`src/rtl/tri_seq_pkg.sv`:
```
// tri_seq_pkg
//   Shared types and helpers for the triangle-sequence checker family.
//   - tri_state_e : checker FSM states (SEARCH, ACQUIRE, LOCKED)
//   - DIR_UP / DIR_DOWN : direction encoding (0 ascending, 1 descending)
//   - tri_next()  : successor of a triangle sample, including the turn at
//                   the top (MAX) and bottom (0) of the ramp
package tri_seq_pkg;

  typedef enum logic [1:0] {
    SEARCH  = 2'd0,
    ACQUIRE = 2'd1,
    LOCKED  = 2'd2
  } tri_state_e;

  localparam logic DIR_UP   = 1'b0;
  localparam logic DIR_DOWN = 1'b1;

  // Width-agnostic successor: callers widen their sample to 32 bits and
  // pass the ramp maximum. Returns {new_dir, next_value}.
  function automatic logic [32:0] tri_next(input logic [31:0] p,
                                           input logic        d,
                                           input logic [31:0] max_v);
    logic [31:0] v;
    logic        nd;
    nd = d;
    if (d == DIR_UP && p == max_v) begin
      v  = max_v - 32'd1;
      nd = DIR_DOWN;
    end else if (d == DIR_DOWN && p == 32'd0) begin
      v  = 32'd1;
      nd = DIR_UP;
    end else if (d == DIR_UP) begin
      v = p + 32'd1;
    end else begin
      v = p - 32'd1;
    end
    return {nd, v};
  endfunction

endpackage

```
`src/rtl/tri_seq_next.sv`:
```
// tri_seq_next
//   Combinational next-expected / next-direction calculator for a
//   WIDTH-bit triangle ramp (0..2**WIDTH-1..0). Intended to be shared by the
//   checker and a future regenerator. WIDTH must be below 31.
//   Ports:
//     p_i   in  WIDTH  current sample
//     d_i   in  1      direction of the step that produced p_i
//     val_o out WIDTH  successor of p_i
//     dir_o out 1      direction of the step from p_i to val_o
module tri_seq_next
  import tri_seq_pkg::*;
#(
  parameter int WIDTH = 4
) (
  input  logic [WIDTH-1:0] p_i,
  input  logic             d_i,
  output logic [WIDTH-1:0] val_o,
  output logic             dir_o
);

  localparam logic [31:0] MAX_V = 32'((1 << WIDTH) - 1);

  logic [32:0] res;
  logic        unused_hi;

  assign res       = tri_next(32'(p_i), d_i, MAX_V);
  assign val_o     = res[WIDTH-1:0];
  assign dir_o     = res[32];
  // Upper value bits are always zero for an in-range sample.
  assign unused_hi = ^res[31:WIDTH];

endmodule

```
`config.mk`:
```
export PLATFORM = sky130hd
export DESIGN_NAME = tri_seq_next
export DESIGN_NICKNAME = d
export VERILOG_FILES = /design/src/rtl/tri_seq_pkg.sv /design/src/rtl/tri_seq_next.sv
export SDC_FILE = /design/constraint.sdc
export NUM_CORES = 1
export LEC_CHECK = 0
export CELL_PAD_IN_SITES_DETAIL_PLACEMENT = 1
export CELL_PAD_IN_SITES_GLOBAL_PLACEMENT = 1
export CORE_AREA = 3 3 40 42
export DETAILED_ROUTE_END_ITERATION = 6
export DIE_AREA = 0 0 43 45
export GPL_TIMING_DRIVEN = 0
export MAX_ROUTING_LAYER = met4
export PLACE_DENSITY = 0.51
export SLEW_MARGIN = 20
export SYNTH_ARGS = -nofsm -noshare
export SYNTH_HDL_FRONTEND = slang
export SYNTH_SLANG_ARGS = --single-unit
```
`constraint.sdc`:
```
create_clock -name vclk -period 2.76
set_input_delay 0.414 -clock vclk [all_inputs]
set_output_delay 0.414 -clock vclk [all_outputs]
set_load 0.005 [all_outputs]
```
==> results.cfg <==
[drt]
vias = 246
drt_iter0_drc = 0
ant_nets = 0
routed_wl_um = 582
first_pass_iters = 1
drc = 0
viasPerCell = 4.56
wl_per_cell_um = 10.8

[synthesis]
synthAdderAreaFrac_pct = 22.2
syn_area_per_cell_um2 = 6.99
synthSimpleGateAreaFrac_pct = 31.5
yosysWarnings = 0
synth_xor_xnor_area_share_pct = 4.32
syn-instance-count = 29
synthMuxAreaShare_pct = 7.41
netlist_area_um2 = 203
syn_nets = 37
ys_seq_area_share_pct = 0
synth_compound_area_share_pct = 27.2
synth_top_family_by_area = simple AND/OR/NAND/NOR gates
synthDistinctLibCells = 19

[power]
p_sw_share_pct = 43.9
total_power_mw = 0.0610
p_int_mw = 0.0342
pwr-share-seq_pct = 0
power_frac_comb_pct = 100.0
clkPwrFrac_pct = 0
worst_ir_drop_vdd_mv = 0.0576
power_density_mw_per_mm2 = 192
leakage_nw = 0.155
p_sw_mw = 0.0268

[floorplan]
ios = 10
rows = 13
fp.dieW_um = 43
initial_core_util_pct = 15.8
die_h_um = 45
core_mm2 = 0.00128
die_area_mm2 = 0.00194

[layout]
fin_area_um2 = 318
syn2layout_area_growth_pct = 56.8
nNetsFinal = 49
num-fill-cells = 165
drive_gt1_share_pct = 12.8
n_clock_buffer = 0
insertedDiodeCount = 0
multi_input_area_um2 = 188
seq_cells = 0
regArea_um2 = 0

[cts]
cts_setup_buffers = 0
cts_hold_buf = 0

[setup_path]
cp-end-kind = output pin
cp_data_arrival_time_ps = 2160
start_kind = input pin
crit_type = in2out
required_ps = 2350
crit_fanout = 7

[place]
port_buffers = 10
dpl.hpwl_um = 507
gp_congestion = 0.730
dp_slack_ps = -362
placed_area_um2 = 322

[timing]
final.min_clock_period_ps = 2580
fmax_ghz = 0.388
tightest_slew_ps = 393
max-slew-margin-rel_pct = 73.5
slew_viol_final = 0
min_period_over_period_pct = 93.4
fin_setup_tns_ps = 0
rsz0062_at_grt = false
hold_viol = 0
setup_ws_ps = 183
setup_viol = 0

[worst_hold_path]
worstHoldStart = d_i
worstHoldPathType = in2out
min_to = val_o[3]
min_path_cells = 4

[global_routing]
grt_pass1_vias = 246
grt_overflow = 0
grt_pass1_wl_um = 993
grt_usage_pct = 6.50
grt_max_degree = 9
antenna_found_initial = 0

[status]
status = finished, final reports clean

[job]
cap_violations = 0
cell usage in the layout (no fill, tap or decap):
cell type and instances:
nand4_1 1, nor3_1 1, nand2_1 3, inv_1 4
and3_1 1, dlygate4sd2_1 4, a21o_1 2, a32o_2 1
nor2_1 2, xor2_1 1, clkdlybuf4s50_1 5, ha_1 2
fa_1 1, a21oi_1 1, nand2b_1 1, o21ai_0 3
nor3_2 1, nor4_1 1, nand3_1 1, a21oi_2 1
clkdlybuf4s15_2 1, mux2_4 1
Yosys cell counts:
cell,number,area (µm²)
nor3_2,1,10.0
a21oi_1,1,5.00
nor2_1,2,7.51
a32o_2,1,11.3
xor2_1,1,8.76
mux2_4,1,15.0
o21ai_0,3,15.0
nand4_1,1,6.26
nor3_1,1,5.00
inv_1,4,15.0
nand2_1,3,11.3
a21oi_2,1,8.76
and3_1,1,6.26
nand2b_1,1,6.26
fa_1,1,20.0
nor4_1,1,6.26
a21o_1,2,15.0
ha_1,2,25.0
nand3_1,1,5.00
final cells by class:
class	count	area share, %
Tap cell	15	5.91
Multi-Input combinational cell	25	59.1
Inverter	4	4.72
Timing Repair Buffer	10	30.3
how the worst max path moves through the flow:
stage,from,endpoint,slack (ps)
floorplan,p_i[1],val_o[3],830
global placement,d_i,val_o[3],-340
detailed placement,d_i,val_o[3],-360
CTS,p_i[0],val_o[2],160
global route,p_i[0],val_o[2],100
finish,p_i[0],val_o[2],180
routing by layer:
| metal | up-vias | routed length [µm] | global-route usage, % |
|---|---|---|---|
| met4 | 0 | 0 | 0 |
| met1 | 115 | 260 | 7.64 |
| met3 | 0 | 23 | 0 |
| met2 | 6 | 298 | 13.2 |
| met5 | - | 0 | - |
| li1 | 125 | - | - |
power groups by stage:
stage                     combinational [mW]  sequential, mW  clock, mW
after global routing                  0.0685               0          0
after floorplan                       0.0305               0          0
after global placement                0.0642               0          0
after detailed placement              0.0654               0          0
final                                 0.0610               0          0
after CTS                             0.0625               0          0
worst max-delay path: stages:
cell,delay [ps]
dlygate4sd2_1,320
inv_1,90
fa_1,440
xor2_1,160
a21o_1,150
o21ai_0,60
clkdlybuf4s50_1,520
what timing repair did:
| item | CTS | global route |
|---|---|---|
| resized for setup | 7 | 0 |
| endpoints found under the hold margin | 0 | 0 |
| setup endpoints to repair | 3 | 0 |
cells by family (layout without fill, tap and decap cells):
| logic type | Yosys count | count (layout) |
|---|---|---|
| multiplexers | 1 | 1 |
| buffers and inverters | 4 | 14 |
| adder cells (fa/ha/maj) | 3 | 3 |
| AO/OA/AOI/OAI | 8 | 8 |
| AND/OR/NAND/NOR | 12 | 12 |
| XOR/XNOR | 1 | 1 |
stage by stage:
stage                     cells  utilization, %  hold slack [ps]
after detailed placement     54            25.0             1930
after global placement       54            25.0             1930
after CTS                    54            24.7             1580
after global routing         54            24.7             1610
after floorplan              29               -              855
final                        54            24.7             1560
Power figures use the tool's default switching activity.
==> RTL change: new RTL, same settings <==
Set the parameter `WIDTH` to 5 (it was 4).
--- a/src/rtl/tri_seq_next.sv
+++ b/src/rtl/tri_seq_next.sv
@@ -10,7 +10,7 @@
 module tri_seq_next
   import tri_seq_pkg::*;
 #(
-  parameter int WIDTH = 4
+  parameter int WIDTH = 5
 ) (
   input  logic [WIDTH-1:0] p_i,
   input  logic             d_i,
Interface: changed (resized p_i and val_o); port bits go from 10 to 12. The function was not compared with the original's and may differ.
==> RTL change against the unedited design <==
Worst setup slack got worse by 35 ps; first-iteration DRC count unchanged; critical endpoint is now val_o[4]; synthesized cell count decreased by 3.4%; critical path type unchanged; highest routed layer unchanged; synthesized area up 3.7%; power is 20% higher; non-clock buffer count increased by 2; routed wire length fell by 2.9%; cell area rose by 7.1%; worst hold slack got worse by 120 ps.
==> RTL change: results (changes against the unedited design) <==
- Most instantiated cells after synthesis: a21oi_1 (4), inv_1 (4), o21ai_0 (4)
- Syn_nets: 38 (+2.7%)
- First-pass GRT wire length: 1014 µm (+2.1%)
- NumNets Final: 52 (+6.1%)
- Syn. warnings: 0 (unchanged)
- Drt wl/cell: 10.27 µm (-4.7%)
- Outcome: completed
- Crit-path slowest cell: clkdlybuf4s50_1
- Delay of the slowest critical-path stage: 510 ps
- Placed cell count: 55 (+1.9%)
- Crit path DAT: 2200 ps (+40 ps)
- Tmin final: 2612 ps (+34.65 ps)
- GRT Total Usage: 0.06512 (+0.0001670)
- # diodes: 0 (unchanged)
- Port bufs: 12 (+2)
- Peak supply drop: 0.00004772 V (-17%)
- Routed wire length: 565 µm (-2.9%)
- Seq/Total Area, Yosys: 0 (unchanged)
- Least-Margin Pin Slew: 178.9 ps (-214.4 ps)
- Clock buf count: 0 (unchanged)
- Routed vias/inst: 4.291 (-5.8%)
- Seq cells: 0 (unchanged)
- Yosys cell types: 14 (-5)
- DR iter-0 viols: 0 (unchanged)
- Largest net degree at the start of global routing: 8 (-1)
- Post-DP HPWL: 524.8 µm (+3.6%)
- Hold WC Path Type: in2out
- Synth area leaders: ha_1 (18%), xor2_1 (12%), a21oi_1 (9.5%)
- Setup bufs post-CTS: 0 (unchanged)
- Syn_area_per_cell: 7.507 µm² (+7.4%)
- Routability congestion estimate: 0.7025 (-3.8%)
- Pleak: 0.0001467 µW (-5.6%)
- DR pass1 iterations: 1 (unchanged)
- Layout cells sized above 1: 0.1750 (+0.04679)
- Layout Utilization: 0.2648 (+0.01753)
- Initial antenna violation count: 0 (unchanged)
- Area after DPL: 349.1 µm² (+8.6%)
- Fill count: 155 (-6.1%)
- Maximum fanout along the worst path: 7 (unchanged)
- Worst slack at placement: -336.0 ps (+26.40 ps)
-- RTL change: cell count changes in the layout (fill, tap and decap cells not counted), sizes merged, moves of 2 or more --
cell           delta
a21oi             +2
clkbuf            +2
clkdlybuf4s50     +4
dlygate4sd2       -4
nand2             -3
xor2              +2
-- RTL change: logic make-up after synthesis --
kind of cell,synth area share
buffers and inverters,0.07141
xor gates and xnor gates,0.1667
AOI/OAI and AO/OA,0.2322
and+or+nand+nor,0.2560
adders and majority gates,0.2738
-- RTL change: power breakdown --
group          switching, µW  total (µW)  internal, µW
Sequential                 0           0             0
Combinational           29.4        73.4          44.0
Clock                      0           0             0
Total                   29.4        73.4          44.0
-- RTL change: final cells by class --
class | instances | share of cell area
Tap cell | 15 | 0.05515
Timing Repair Buffer | 12 | 0.3272
Multi-Input combinational cell | 24 | 0.5735
Inverter | 4 | 0.04412
-- RTL change: final timing paths --
path	from	cells after the start	endpoint	slack (ps)
worst min-delay path	p_i[0]	3	val_o[0]	1440
worst max-delay path	d_i	8	val_o[4]	150
-- RTL change: repair_timing --
| item | CTS | global route |
|---|---|---|
| endpoints found under the setup margin | 3 | 1 |
| cloned | 0 | 0 |
| gates resized for setup | 6 | 5 |
| endpoints found under the hold margin | 0 | 0 |
-- RTL change: per-layer routing --
layer | up-vias | global-route usage | routed length (µm)
li1 | 124 | - | -
met1 | 105 | 0.09375 | 266
met2 | 7 | 0.1108 | 275
met3 | 0 | 0 | 23
met4 | 0 | 0 | 0
met5 | - | - | 0
-- RTL change: critical path, delay by kind of cell --
family                   cells  cell delay [ps]
buffers and inverters        3              860
adder cells (fa/ha/maj)      1              400
XOR/XNOR                     1               90
AND/OR/NAND/NOR              1              160
AO/OA/AOI/OAI                2              280
